### src/rtl/axi_arb_pkg.sv
// axi_arb_pkg: shared types for the two-master AXI arbiter.
//   state_e : arbiter tenure state (IDLE / RD / WR)
//   owner_t : master index (0 = IFU, 1 = LSU)
//   kind_e  : kind of transaction selected in IDLE
package axi_arb_pkg;

  typedef enum logic [1:0] {
    IDLE = 2'd0,
    RD   = 2'd1,
    WR   = 2'd2
  } state_e;

  typedef logic owner_t;

  typedef enum logic {
    K_RD = 1'b0,
    K_WR = 1'b1
  } kind_e;

endpackage

### src/rtl/ysyx_24080006_axi.sv
// ysyx_24080006_axi: AXI4 bundle (32-bit address/data, 4-bit id).
//   modport master : drives aw/w/ar payload+valid, bready, rready
//   modport slave  : drives awready/wready/arready and b/r response
interface ysyx_24080006_axi;
  logic        awvalid;
  logic        awready;
  logic [31:0] awaddr;
  logic [3:0]  awid;
  logic [7:0]  awlen;
  logic [2:0]  awsize;
  logic [1:0]  awburst;

  logic        wvalid;
  logic        wready;
  logic [31:0] wdata;
  logic [3:0]  wstrb;
  logic        wlast;

  logic        bvalid;
  logic        bready;
  logic [1:0]  bresp;
  logic [3:0]  bid;

  logic        arvalid;
  logic        arready;
  logic [31:0] araddr;
  logic [3:0]  arid;
  logic [7:0]  arlen;
  logic [2:0]  arsize;
  logic [1:0]  arburst;

  logic        rvalid;
  logic        rready;
  logic [1:0]  rresp;
  logic [31:0] rdata;
  logic        rlast;
  logic [3:0]  rid;

  modport master (
    output awvalid, awaddr, awid, awlen, awsize, awburst,
    input  awready,
    output wvalid, wdata, wstrb, wlast,
    input  wready,
    input  bvalid, bresp, bid,
    output bready,
    output arvalid, araddr, arid, arlen, arsize, arburst,
    input  arready,
    input  rvalid, rresp, rdata, rlast, rid,
    output rready
  );

  modport slave (
    input  awvalid, awaddr, awid, awlen, awsize, awburst,
    output awready,
    input  wvalid, wdata, wstrb, wlast,
    output wready,
    output bvalid, bresp, bid,
    input  bready,
    input  arvalid, araddr, arid, arlen, arsize, arburst,
    output arready,
    output rvalid, rresp, rdata, rlast, rid,
    input  rready
  );
endinterface

### src/rtl/axi_arb_pick.sv
// axi_arb_pick: combinational winner/kind selection for axi_arbiter.
//   rd_req/wr_req : per-master arvalid/awvalid
//   rr_ptr        : master preferred on contention (round-robin build)
//   any           : at least one master requests
//   winner        : selected master
//   kind          : K_RD if the winner has a read pending, else K_WR
// Build option: ARB_ROUND_ROBIN_EN defined -> round-robin on rr_ptr,
// otherwise fixed priority with HI_PRIO winning contention.
module axi_arb_pick
  import axi_arb_pkg::*;
#(
  parameter int HI_PRIO = 1
) (
  input  logic [1:0] rd_req,
  input  logic [1:0] wr_req,
  input  owner_t     rr_ptr,
  output logic       any,
  output owner_t     winner,
  output kind_e      kind
);

  logic [1:0] req;
  owner_t     pref;

  assign req = rd_req | wr_req;

`ifdef ARB_ROUND_ROBIN_EN
  assign pref = rr_ptr;
`else
  // Pointer still exists in the top but has no say in fixed priority.
  logic unused_ptr;
  assign unused_ptr = rr_ptr;
  assign pref       = (HI_PRIO != 0);
`endif

  always_comb begin
    any    = |req;
    winner = pref;
    if (!req[pref]) winner = ~pref;
    // Read beats write inside one master.
    kind   = rd_req[winner] ? K_RD : K_WR;
  end

endmodule

### src/rtl/axi_arbiter.sv
// axi_arbiter: two-master (m0 = IFU, m1 = LSU) to one-slave AXI arbiter.
// One whole read or write transaction is granted at a time; the grant is
// held until the final r (rlast) or b handshake, with one IDLE bubble
// between tenures. Address/data paths are combinational after the grant.
//   clock : rising-edge clock
//   reset : asynchronous, active-low
//   m0,m1 : AXI slave-side ports toward the masters
//   s     : AXI master-side port toward the memory slave
// Build option: ARB_ROUND_ROBIN_EN (see axi_arb_pick) selects round-robin
// instead of fixed priority (HI_PRIO).
module axi_arbiter
  import axi_arb_pkg::*;
#(
  parameter int HI_PRIO = 1
) (
  input logic             clock,
  input logic             reset,
  ysyx_24080006_axi.slave  m0,
  ysyx_24080006_axi.slave  m1,
  ysyx_24080006_axi.master s
);

  state_e state_q, state_d;
  owner_t owner_q, owner_d;
  owner_t rr_q, rr_d;
  logic   a_done_q, a_done_d;
  logic   w_done_q, w_done_d;

  logic [1:0] rd_req, wr_req;
  logic       pick_any;
  owner_t     pick_win;
  kind_e      pick_kind;

  logic rd_act, wr_act, sel1;
  logic ar_hs, aw_hs, w_hs, r_end, b_end;

  assign rd_req = {m1.arvalid, m0.arvalid};
  assign wr_req = {m1.awvalid, m0.awvalid};

  axi_arb_pick #(.HI_PRIO(HI_PRIO)) u_pick (
    .rd_req (rd_req),
    .wr_req (wr_req),
    .rr_ptr (rr_q),
    .any    (pick_any),
    .winner (pick_win),
    .kind   (pick_kind)
  );

  assign rd_act = (state_q == RD);
  assign wr_act = (state_q == WR);
  assign sel1   = (owner_q == 1'b1);

  // ---------------- AR: owner -> slave, dropped once accepted
  assign s.arvalid = rd_act & ~a_done_q & (sel1 ? m1.arvalid : m0.arvalid);
  assign s.araddr  = rd_act ? (sel1 ? m1.araddr  : m0.araddr)  : '0;
  assign s.arid    = rd_act ? (sel1 ? m1.arid    : m0.arid)    : '0;
  assign s.arlen   = rd_act ? (sel1 ? m1.arlen   : m0.arlen)   : '0;
  assign s.arsize  = rd_act ? (sel1 ? m1.arsize  : m0.arsize)  : '0;
  assign s.arburst = rd_act ? (sel1 ? m1.arburst : m0.arburst) : '0;
  assign m0.arready = rd_act & ~sel1 & ~a_done_q & s.arready;
  assign m1.arready = rd_act &  sel1 & ~a_done_q & s.arready;

  // ---------------- R: payload broadcast, only valid is steered
  assign s.rready  = rd_act & (sel1 ? m1.rready : m0.rready);
  assign m0.rvalid = rd_act & ~sel1 & s.rvalid;
  assign m1.rvalid = rd_act &  sel1 & s.rvalid;
  assign m0.rdata  = s.rdata;
  assign m0.rresp  = s.rresp;
  assign m0.rlast  = s.rlast;
  assign m0.rid    = s.rid;
  assign m1.rdata  = s.rdata;
  assign m1.rresp  = s.rresp;
  assign m1.rlast  = s.rlast;
  assign m1.rid    = s.rid;

  // ---------------- AW: a_done doubles as the aw-accepted flag in WR
  assign s.awvalid = wr_act & ~a_done_q & (sel1 ? m1.awvalid : m0.awvalid);
  assign s.awaddr  = wr_act ? (sel1 ? m1.awaddr  : m0.awaddr)  : '0;
  assign s.awid    = wr_act ? (sel1 ? m1.awid    : m0.awid)    : '0;
  assign s.awlen   = wr_act ? (sel1 ? m1.awlen   : m0.awlen)   : '0;
  assign s.awsize  = wr_act ? (sel1 ? m1.awsize  : m0.awsize)  : '0;
  assign s.awburst = wr_act ? (sel1 ? m1.awburst : m0.awburst) : '0;
  assign m0.awready = wr_act & ~sel1 & ~a_done_q & s.awready;
  assign m1.awready = wr_act &  sel1 & ~a_done_q & s.awready;

  // ---------------- W: independent of aw, closed by the wlast beat
  assign s.wvalid = wr_act & ~w_done_q & (sel1 ? m1.wvalid : m0.wvalid);
  assign s.wdata  = wr_act ? (sel1 ? m1.wdata : m0.wdata) : '0;
  assign s.wstrb  = wr_act ? (sel1 ? m1.wstrb : m0.wstrb) : '0;
  assign s.wlast  = wr_act ? (sel1 ? m1.wlast : m0.wlast) : 1'b0;
  assign m0.wready = wr_act & ~sel1 & ~w_done_q & s.wready;
  assign m1.wready = wr_act &  sel1 & ~w_done_q & s.wready;

  // ---------------- B
  assign s.bready  = wr_act & (sel1 ? m1.bready : m0.bready);
  assign m0.bvalid = wr_act & ~sel1 & s.bvalid;
  assign m1.bvalid = wr_act &  sel1 & s.bvalid;
  assign m0.bresp  = s.bresp;
  assign m0.bid    = s.bid;
  assign m1.bresp  = s.bresp;
  assign m1.bid    = s.bid;

  assign ar_hs = s.arvalid & s.arready;
  assign aw_hs = s.awvalid & s.awready;
  assign w_hs  = s.wvalid & s.wready & s.wlast;
  assign r_end = s.rvalid & s.rready & s.rlast;
  assign b_end = s.bvalid & s.bready;

  always_comb begin
    state_d  = state_q;
    owner_d  = owner_q;
    rr_d     = rr_q;
    a_done_d = a_done_q;
    w_done_d = w_done_q;
    unique case (state_q)
      IDLE: begin
        if (pick_any) begin
          state_d  = (pick_kind == K_RD) ? RD : WR;
          owner_d  = pick_win;
          // Next contention favours the master not granted this time.
          rr_d     = ~pick_win;
          a_done_d = 1'b0;
          w_done_d = 1'b0;
        end
      end
      RD: begin
        if (ar_hs) a_done_d = 1'b1;
        if (r_end) state_d = IDLE;
      end
      WR: begin
        if (aw_hs) a_done_d = 1'b1;
        if (w_hs)  w_done_d = 1'b1;
        if (b_end) state_d = IDLE;
      end
      default: state_d = IDLE;
    endcase
  end

  always_ff @(posedge clock or negedge reset) begin
    if (!reset) begin
      state_q  <= IDLE;
      owner_q  <= 1'b0;
      rr_q     <= 1'b0;
      a_done_q <= 1'b0;
      w_done_q <= 1'b0;
    end else begin
      state_q  <= state_d;
      owner_q  <= owner_d;
      rr_q     <= rr_d;
      a_done_q <= a_done_d;
      w_done_q <= w_done_d;
    end
  end

endmodule

### src/flat_wrapper.sv
// flat-port wrapper written by rule: the top's interface ports become plain ports
module axi_arbiter_flat import axi_arb_pkg::*;
#(
  parameter int HI_PRIO = 1
)
  (clock, reset, m0_awvalid, m0_awaddr, m0_awid, m0_awlen, m0_awsize, m0_awburst, m0_awready, m0_wvalid, m0_wdata, m0_wstrb, m0_wlast, m0_wready, m0_bvalid, m0_bresp, m0_bid, m0_bready, m0_arvalid, m0_araddr, m0_arid, m0_arlen, m0_arsize, m0_arburst, m0_arready, m0_rvalid, m0_rresp, m0_rdata, m0_rlast, m0_rid, m0_rready, m1_awvalid, m1_awaddr, m1_awid, m1_awlen, m1_awsize, m1_awburst, m1_awready, m1_wvalid, m1_wdata, m1_wstrb, m1_wlast, m1_wready, m1_bvalid, m1_bresp, m1_bid, m1_bready, m1_arvalid, m1_araddr, m1_arid, m1_arlen, m1_arsize, m1_arburst, m1_arready, m1_rvalid, m1_rresp, m1_rdata, m1_rlast, m1_rid, m1_rready, s_awvalid, s_awaddr, s_awid, s_awlen, s_awsize, s_awburst, s_awready, s_wvalid, s_wdata, s_wstrb, s_wlast, s_wready, s_bvalid, s_bresp, s_bid, s_bready, s_arvalid, s_araddr, s_arid, s_arlen, s_arsize, s_arburst, s_arready, s_rvalid, s_rresp, s_rdata, s_rlast, s_rid, s_rready);
  ysyx_24080006_axi m0_i ();
  ysyx_24080006_axi m1_i ();
  ysyx_24080006_axi s_i ();
  input logic clock;
  input logic reset;
  input wire logic [$bits(m0_i.awvalid)-1:0] m0_awvalid;
  input wire logic [$bits(m0_i.awaddr)-1:0] m0_awaddr;
  input wire logic [$bits(m0_i.awid)-1:0] m0_awid;
  input wire logic [$bits(m0_i.awlen)-1:0] m0_awlen;
  input wire logic [$bits(m0_i.awsize)-1:0] m0_awsize;
  input wire logic [$bits(m0_i.awburst)-1:0] m0_awburst;
  output wire logic [$bits(m0_i.awready)-1:0] m0_awready;
  input wire logic [$bits(m0_i.wvalid)-1:0] m0_wvalid;
  input wire logic [$bits(m0_i.wdata)-1:0] m0_wdata;
  input wire logic [$bits(m0_i.wstrb)-1:0] m0_wstrb;
  input wire logic [$bits(m0_i.wlast)-1:0] m0_wlast;
  output wire logic [$bits(m0_i.wready)-1:0] m0_wready;
  output wire logic [$bits(m0_i.bvalid)-1:0] m0_bvalid;
  output wire logic [$bits(m0_i.bresp)-1:0] m0_bresp;
  output wire logic [$bits(m0_i.bid)-1:0] m0_bid;
  input wire logic [$bits(m0_i.bready)-1:0] m0_bready;
  input wire logic [$bits(m0_i.arvalid)-1:0] m0_arvalid;
  input wire logic [$bits(m0_i.araddr)-1:0] m0_araddr;
  input wire logic [$bits(m0_i.arid)-1:0] m0_arid;
  input wire logic [$bits(m0_i.arlen)-1:0] m0_arlen;
  input wire logic [$bits(m0_i.arsize)-1:0] m0_arsize;
  input wire logic [$bits(m0_i.arburst)-1:0] m0_arburst;
  output wire logic [$bits(m0_i.arready)-1:0] m0_arready;
  output wire logic [$bits(m0_i.rvalid)-1:0] m0_rvalid;
  output wire logic [$bits(m0_i.rresp)-1:0] m0_rresp;
  output wire logic [$bits(m0_i.rdata)-1:0] m0_rdata;
  output wire logic [$bits(m0_i.rlast)-1:0] m0_rlast;
  output wire logic [$bits(m0_i.rid)-1:0] m0_rid;
  input wire logic [$bits(m0_i.rready)-1:0] m0_rready;
  input wire logic [$bits(m1_i.awvalid)-1:0] m1_awvalid;
  input wire logic [$bits(m1_i.awaddr)-1:0] m1_awaddr;
  input wire logic [$bits(m1_i.awid)-1:0] m1_awid;
  input wire logic [$bits(m1_i.awlen)-1:0] m1_awlen;
  input wire logic [$bits(m1_i.awsize)-1:0] m1_awsize;
  input wire logic [$bits(m1_i.awburst)-1:0] m1_awburst;
  output wire logic [$bits(m1_i.awready)-1:0] m1_awready;
  input wire logic [$bits(m1_i.wvalid)-1:0] m1_wvalid;
  input wire logic [$bits(m1_i.wdata)-1:0] m1_wdata;
  input wire logic [$bits(m1_i.wstrb)-1:0] m1_wstrb;
  input wire logic [$bits(m1_i.wlast)-1:0] m1_wlast;
  output wire logic [$bits(m1_i.wready)-1:0] m1_wready;
  output wire logic [$bits(m1_i.bvalid)-1:0] m1_bvalid;
  output wire logic [$bits(m1_i.bresp)-1:0] m1_bresp;
  output wire logic [$bits(m1_i.bid)-1:0] m1_bid;
  input wire logic [$bits(m1_i.bready)-1:0] m1_bready;
  input wire logic [$bits(m1_i.arvalid)-1:0] m1_arvalid;
  input wire logic [$bits(m1_i.araddr)-1:0] m1_araddr;
  input wire logic [$bits(m1_i.arid)-1:0] m1_arid;
  input wire logic [$bits(m1_i.arlen)-1:0] m1_arlen;
  input wire logic [$bits(m1_i.arsize)-1:0] m1_arsize;
  input wire logic [$bits(m1_i.arburst)-1:0] m1_arburst;
  output wire logic [$bits(m1_i.arready)-1:0] m1_arready;
  output wire logic [$bits(m1_i.rvalid)-1:0] m1_rvalid;
  output wire logic [$bits(m1_i.rresp)-1:0] m1_rresp;
  output wire logic [$bits(m1_i.rdata)-1:0] m1_rdata;
  output wire logic [$bits(m1_i.rlast)-1:0] m1_rlast;
  output wire logic [$bits(m1_i.rid)-1:0] m1_rid;
  input wire logic [$bits(m1_i.rready)-1:0] m1_rready;
  output wire logic [$bits(s_i.awvalid)-1:0] s_awvalid;
  output wire logic [$bits(s_i.awaddr)-1:0] s_awaddr;
  output wire logic [$bits(s_i.awid)-1:0] s_awid;
  output wire logic [$bits(s_i.awlen)-1:0] s_awlen;
  output wire logic [$bits(s_i.awsize)-1:0] s_awsize;
  output wire logic [$bits(s_i.awburst)-1:0] s_awburst;
  input wire logic [$bits(s_i.awready)-1:0] s_awready;
  output wire logic [$bits(s_i.wvalid)-1:0] s_wvalid;
  output wire logic [$bits(s_i.wdata)-1:0] s_wdata;
  output wire logic [$bits(s_i.wstrb)-1:0] s_wstrb;
  output wire logic [$bits(s_i.wlast)-1:0] s_wlast;
  input wire logic [$bits(s_i.wready)-1:0] s_wready;
  input wire logic [$bits(s_i.bvalid)-1:0] s_bvalid;
  input wire logic [$bits(s_i.bresp)-1:0] s_bresp;
  input wire logic [$bits(s_i.bid)-1:0] s_bid;
  output wire logic [$bits(s_i.bready)-1:0] s_bready;
  output wire logic [$bits(s_i.arvalid)-1:0] s_arvalid;
  output wire logic [$bits(s_i.araddr)-1:0] s_araddr;
  output wire logic [$bits(s_i.arid)-1:0] s_arid;
  output wire logic [$bits(s_i.arlen)-1:0] s_arlen;
  output wire logic [$bits(s_i.arsize)-1:0] s_arsize;
  output wire logic [$bits(s_i.arburst)-1:0] s_arburst;
  input wire logic [$bits(s_i.arready)-1:0] s_arready;
  input wire logic [$bits(s_i.rvalid)-1:0] s_rvalid;
  input wire logic [$bits(s_i.rresp)-1:0] s_rresp;
  input wire logic [$bits(s_i.rdata)-1:0] s_rdata;
  input wire logic [$bits(s_i.rlast)-1:0] s_rlast;
  input wire logic [$bits(s_i.rid)-1:0] s_rid;
  output wire logic [$bits(s_i.rready)-1:0] s_rready;
  assign m0_i.awvalid = m0_awvalid;
  assign m0_i.awaddr = m0_awaddr;
  assign m0_i.awid = m0_awid;
  assign m0_i.awlen = m0_awlen;
  assign m0_i.awsize = m0_awsize;
  assign m0_i.awburst = m0_awburst;
  assign m0_awready = m0_i.awready;
  assign m0_i.wvalid = m0_wvalid;
  assign m0_i.wdata = m0_wdata;
  assign m0_i.wstrb = m0_wstrb;
  assign m0_i.wlast = m0_wlast;
  assign m0_wready = m0_i.wready;
  assign m0_bvalid = m0_i.bvalid;
  assign m0_bresp = m0_i.bresp;
  assign m0_bid = m0_i.bid;
  assign m0_i.bready = m0_bready;
  assign m0_i.arvalid = m0_arvalid;
  assign m0_i.araddr = m0_araddr;
  assign m0_i.arid = m0_arid;
  assign m0_i.arlen = m0_arlen;
  assign m0_i.arsize = m0_arsize;
  assign m0_i.arburst = m0_arburst;
  assign m0_arready = m0_i.arready;
  assign m0_rvalid = m0_i.rvalid;
  assign m0_rresp = m0_i.rresp;
  assign m0_rdata = m0_i.rdata;
  assign m0_rlast = m0_i.rlast;
  assign m0_rid = m0_i.rid;
  assign m0_i.rready = m0_rready;
  assign m1_i.awvalid = m1_awvalid;
  assign m1_i.awaddr = m1_awaddr;
  assign m1_i.awid = m1_awid;
  assign m1_i.awlen = m1_awlen;
  assign m1_i.awsize = m1_awsize;
  assign m1_i.awburst = m1_awburst;
  assign m1_awready = m1_i.awready;
  assign m1_i.wvalid = m1_wvalid;
  assign m1_i.wdata = m1_wdata;
  assign m1_i.wstrb = m1_wstrb;
  assign m1_i.wlast = m1_wlast;
  assign m1_wready = m1_i.wready;
  assign m1_bvalid = m1_i.bvalid;
  assign m1_bresp = m1_i.bresp;
  assign m1_bid = m1_i.bid;
  assign m1_i.bready = m1_bready;
  assign m1_i.arvalid = m1_arvalid;
  assign m1_i.araddr = m1_araddr;
  assign m1_i.arid = m1_arid;
  assign m1_i.arlen = m1_arlen;
  assign m1_i.arsize = m1_arsize;
  assign m1_i.arburst = m1_arburst;
  assign m1_arready = m1_i.arready;
  assign m1_rvalid = m1_i.rvalid;
  assign m1_rresp = m1_i.rresp;
  assign m1_rdata = m1_i.rdata;
  assign m1_rlast = m1_i.rlast;
  assign m1_rid = m1_i.rid;
  assign m1_i.rready = m1_rready;
  assign s_awvalid = s_i.awvalid;
  assign s_awaddr = s_i.awaddr;
  assign s_awid = s_i.awid;
  assign s_awlen = s_i.awlen;
  assign s_awsize = s_i.awsize;
  assign s_awburst = s_i.awburst;
  assign s_i.awready = s_awready;
  assign s_wvalid = s_i.wvalid;
  assign s_wdata = s_i.wdata;
  assign s_wstrb = s_i.wstrb;
  assign s_wlast = s_i.wlast;
  assign s_i.wready = s_wready;
  assign s_i.bvalid = s_bvalid;
  assign s_i.bresp = s_bresp;
  assign s_i.bid = s_bid;
  assign s_bready = s_i.bready;
  assign s_arvalid = s_i.arvalid;
  assign s_araddr = s_i.araddr;
  assign s_arid = s_i.arid;
  assign s_arlen = s_i.arlen;
  assign s_arsize = s_i.arsize;
  assign s_arburst = s_i.arburst;
  assign s_i.arready = s_arready;
  assign s_i.rvalid = s_rvalid;
  assign s_i.rresp = s_rresp;
  assign s_i.rdata = s_rdata;
  assign s_i.rlast = s_rlast;
  assign s_i.rid = s_rid;
  assign s_rready = s_i.rready;
  axi_arbiter #(.HI_PRIO(HI_PRIO)) u_core (.clock(clock), .reset(reset), .m0(m0_i), .m1(m1_i), .s(s_i));
endmodule
### config.mk
export PLATFORM = sky130hd
export DESIGN_NAME = axi_arbiter_flat
export DESIGN_NICKNAME = d
export VERILOG_FILES = /design/src/rtl/axi_arb_pkg.sv /design/src/rtl/ysyx_24080006_axi.sv /design/src/rtl/axi_arb_pick.sv /design/src/rtl/axi_arbiter.sv /design/src/flat_wrapper.sv
export SDC_FILE = /design/constraint.sdc
export NUM_CORES = 1
export LEC_CHECK = 0
export BUFFER_PORTS_ARGS = -buffer_cell sky130_fd_sc_hd__clkbuf_2
export CORE_AREA = 3 3 221 223
export DETAILED_ROUTE_END_ITERATION = 10
export DIE_AREA = 0 0 224 226
export GPL_TIMING_DRIVEN = 1
export SLEW_MARGIN = 20
export SYNTH_ARGS = -nofsm -noshare
export SYNTH_HDL_FRONTEND = slang
export SYNTH_HIERARCHICAL = 1
export SYNTH_SLANG_ARGS = --single-unit
### constraint.sdc
create_clock -name clock -period 4.1 [get_ports clock]
set_clock_uncertainty 0.1 [all_clocks]
set_input_delay 0 -clock clock [delete_from_list [all_inputs] [get_ports clock]]
set_output_delay 0 -clock clock [all_outputs]
set_load 0.02 [all_outputs]
==> flow_summary.toml <==
[worst_setup_path]
cp_slowest_cell = "ha_2"
path_buf_inv = 3
critPathKind = "reg -> out"
cp_top_family = "buffers and inverters"
endpoint_kind = "output port"
endpoint = "s_awaddr[10]"
startpoint = "u_core/state_q[0]$_DFFE_PN0P_"
critPathLaunchType = "flip-flop"
critical_path_arrival_ns = 2.29
r2r-start = "u_core/state_q[1]$_DFFE_PN0P_"
crit_cells = 5
crit_fanout = 65
slowest_delay_ns = 0.54
r2r_cells = 5
r2r_end = "u_core/state_q[0]$_DFFE_PN0P_"
r2r_setup_slack_ns = 1.96
cp.required_ns = 4.00
cp_cell_sequence = "inv_1 > ha_2 > buf_4 > nor2b_1 > clkbuf_2"

[run_status]
status = "finished, final reports clean"

[clocking]
postCtsSetupBuffers = 0
cts_tree = "yes"
clk_latency_ns = 0.23
clock_sinks = 5
htree_num_levels = 1
clk_pin_slew_ns = 0.03
cts_root_buf = "clkbuf_16"
cts-buffers-inserted = 3
cts_buffer_depth = 2

[place]
io_buffers = 439
place_ws_ns = 1.81
placed_area_um2 = 5720
gp_congestion = 0.777
detailed_place_hpwl_mm = 15.1
dp_cells = 1384

[finish]
stdcell_area_um2 = 6270
final_cells = 1436
nets = 1163
syn_to_final_growth_pct = 73.7
fill_cells = 5407
drive_above_1_share = 0.547
utilization = 0.134

[detailed_routing]
drt_iter0_drc = 130
vias = 4408
routed_wl_mm = 17.8
final_antenna_net_count = 0
vias_per_cell = 3.07
wire_per_inst_um = 12.4
drtPass1Iterations = 4
drc = 0

[sta]
fin_setup_tns_ns = 0
tightest_slew_ns = 0.862
finalSetupViolCount = 0
min_period_ns = 2.39
hold_violations = 0
max_slew_margin = 0.425
fmax_ghz = 0.418
final_max_slew_viol_count = 0
fin_crit_sh = 0.584
rsz0062_at_grt = "false"
fin_ws_ns = 1.71

[die]
start_util = 0.0772
core-area_um2 = 46800
fp.dieW_um = 224
ioPinCount = 572
die_h_um = 226
rows = 79
dieArea_um2 = 50600

[yosys]
syn_nets = 792
synth_warnings = 6
synth_area_per_cell_um2 = 7.89
syn_inst = 457
synth_area_um2 = 3610

[grt]
antenna_found_initial = 2
grt_pass1_wl_mm = 23.0
grt_use_total = 0.0588
grt_pass1_vias = 4114
grt_max_degree = 80
grt_overflow_total = 0

[job]
cap_violations = 0

[power]
p_leak_nw = 3.77
vdd_ir_drop_max_mv = 0.292
p_per_area_nw_per_um2 = 442

[min_path]
min_path_type = "in -> async"
## worst reg2reg max path: stages (launching register included)
cell and delay (ns):
dfrtp_1 0.37, inv_1 0.12, ha_2 0.75, o21ai_1 0.30, and3_1 0.28, o32ai_2 0.13
## worst min-delay path by stage
stage	start	to	slack, ns	cells after the start
floorplan	reset	u_core/a_done_q$_DFFE_PN0P_	-0.40	0
global placement	reset	u_core/a_done_q$_DFFE_PN0P_	-0.27	1
detailed placement	reset	u_core/a_done_q$_DFFE_PN0P_	-0.26	1
CTS	m1_arvalid	u_core/owner_q$_DFFE_PN0P_	0.05	3
global route	reset	u_core/a_done_q$_DFFE_PN0P_	0.06	2
finish	reset	u_core/a_done_q$_DFFE_PN0P_	0.05	2
## final cells by class
class | instances | area (um2) | area share
Antenna cell | 2 | 5.00 | 0.000799
Clock buffer | 4 | 78.8 | 0.0126
Inverter | 4 | 15.0 | 0.00240
Multi-Input combinational cell | 326 | 2570 | 0.411
Sequential cell | 5 | 129 | 0.0206
Tap cell | 607 | 759 | 0.121
Timing Repair Buffer | 488 | 2710 | 0.432
## registers in the layout, summed over array words and instances (netlist names)
| register | count |
|---|---|
| u_core/state_q | 2 |
| u_core/a_done_q | 1 |
| u_core/owner_q | 1 |
| u_core/w_done_q | 1 |
## repair_timing
action,4_1_cts,5_1_grt
endpoints found under the hold margin,94,0
hold buffers,46,0
gates resized for setup,0,0
## placed cells by master, fill, tap and decap left out, types with 2 or more instances in the layout
| cell | instances |
|---|---|
| a21oi_1 | 3 |
| and3_1 | 4 |
| buf_12 | 2 |
| clkbuf_16 | 3 |
| clkbuf_2 | 439 |
| dfrtp_1 | 4 |
| diode_2 | 2 |
| dlygate4sd3_1 | 46 |
| ha_2 | 2 |
| inv_1 | 4 |
| mux2i_1 | 140 |
| nand2_1 | 6 |
| nand2b_1 | 5 |
| nand3_1 | 2 |
| nor2_1 | 8 |
| nor2b_1 | 137 |
| nor3b_1 | 3 |
| o21ai_1 | 5 |
## stage by stage
stage | hold slack, ns | power [mW]
2_1_floorplan | -0.396 | 2.01
3_3_place_gp | -0.268 | 2.53
3_5_place_dp | -0.265 | 2.53
4_1_cts | 0.0469 | 2.81
5_1_grt | 0.0585 | 2.96
6_report | 0.0464 | 2.77
## power by group
group | internal [mW] | switching, mW | total [mW]
sequential | 0.0713 | 0.0364 | 0.108
combinational | 1.03 | 1.46 | 2.50
clock | 0.129 | 0.0321 | 0.161
## routing by layer
metal	up-vias	wire length, um	GRT usage
li1	2163	-	-
met1	1926	6300	0.0658
met2	311	9770	0.119
met3	8	1500	0.00715
met4	0	257	0.0111
met5	-	0	0
(Power assumes the default switching activity.)
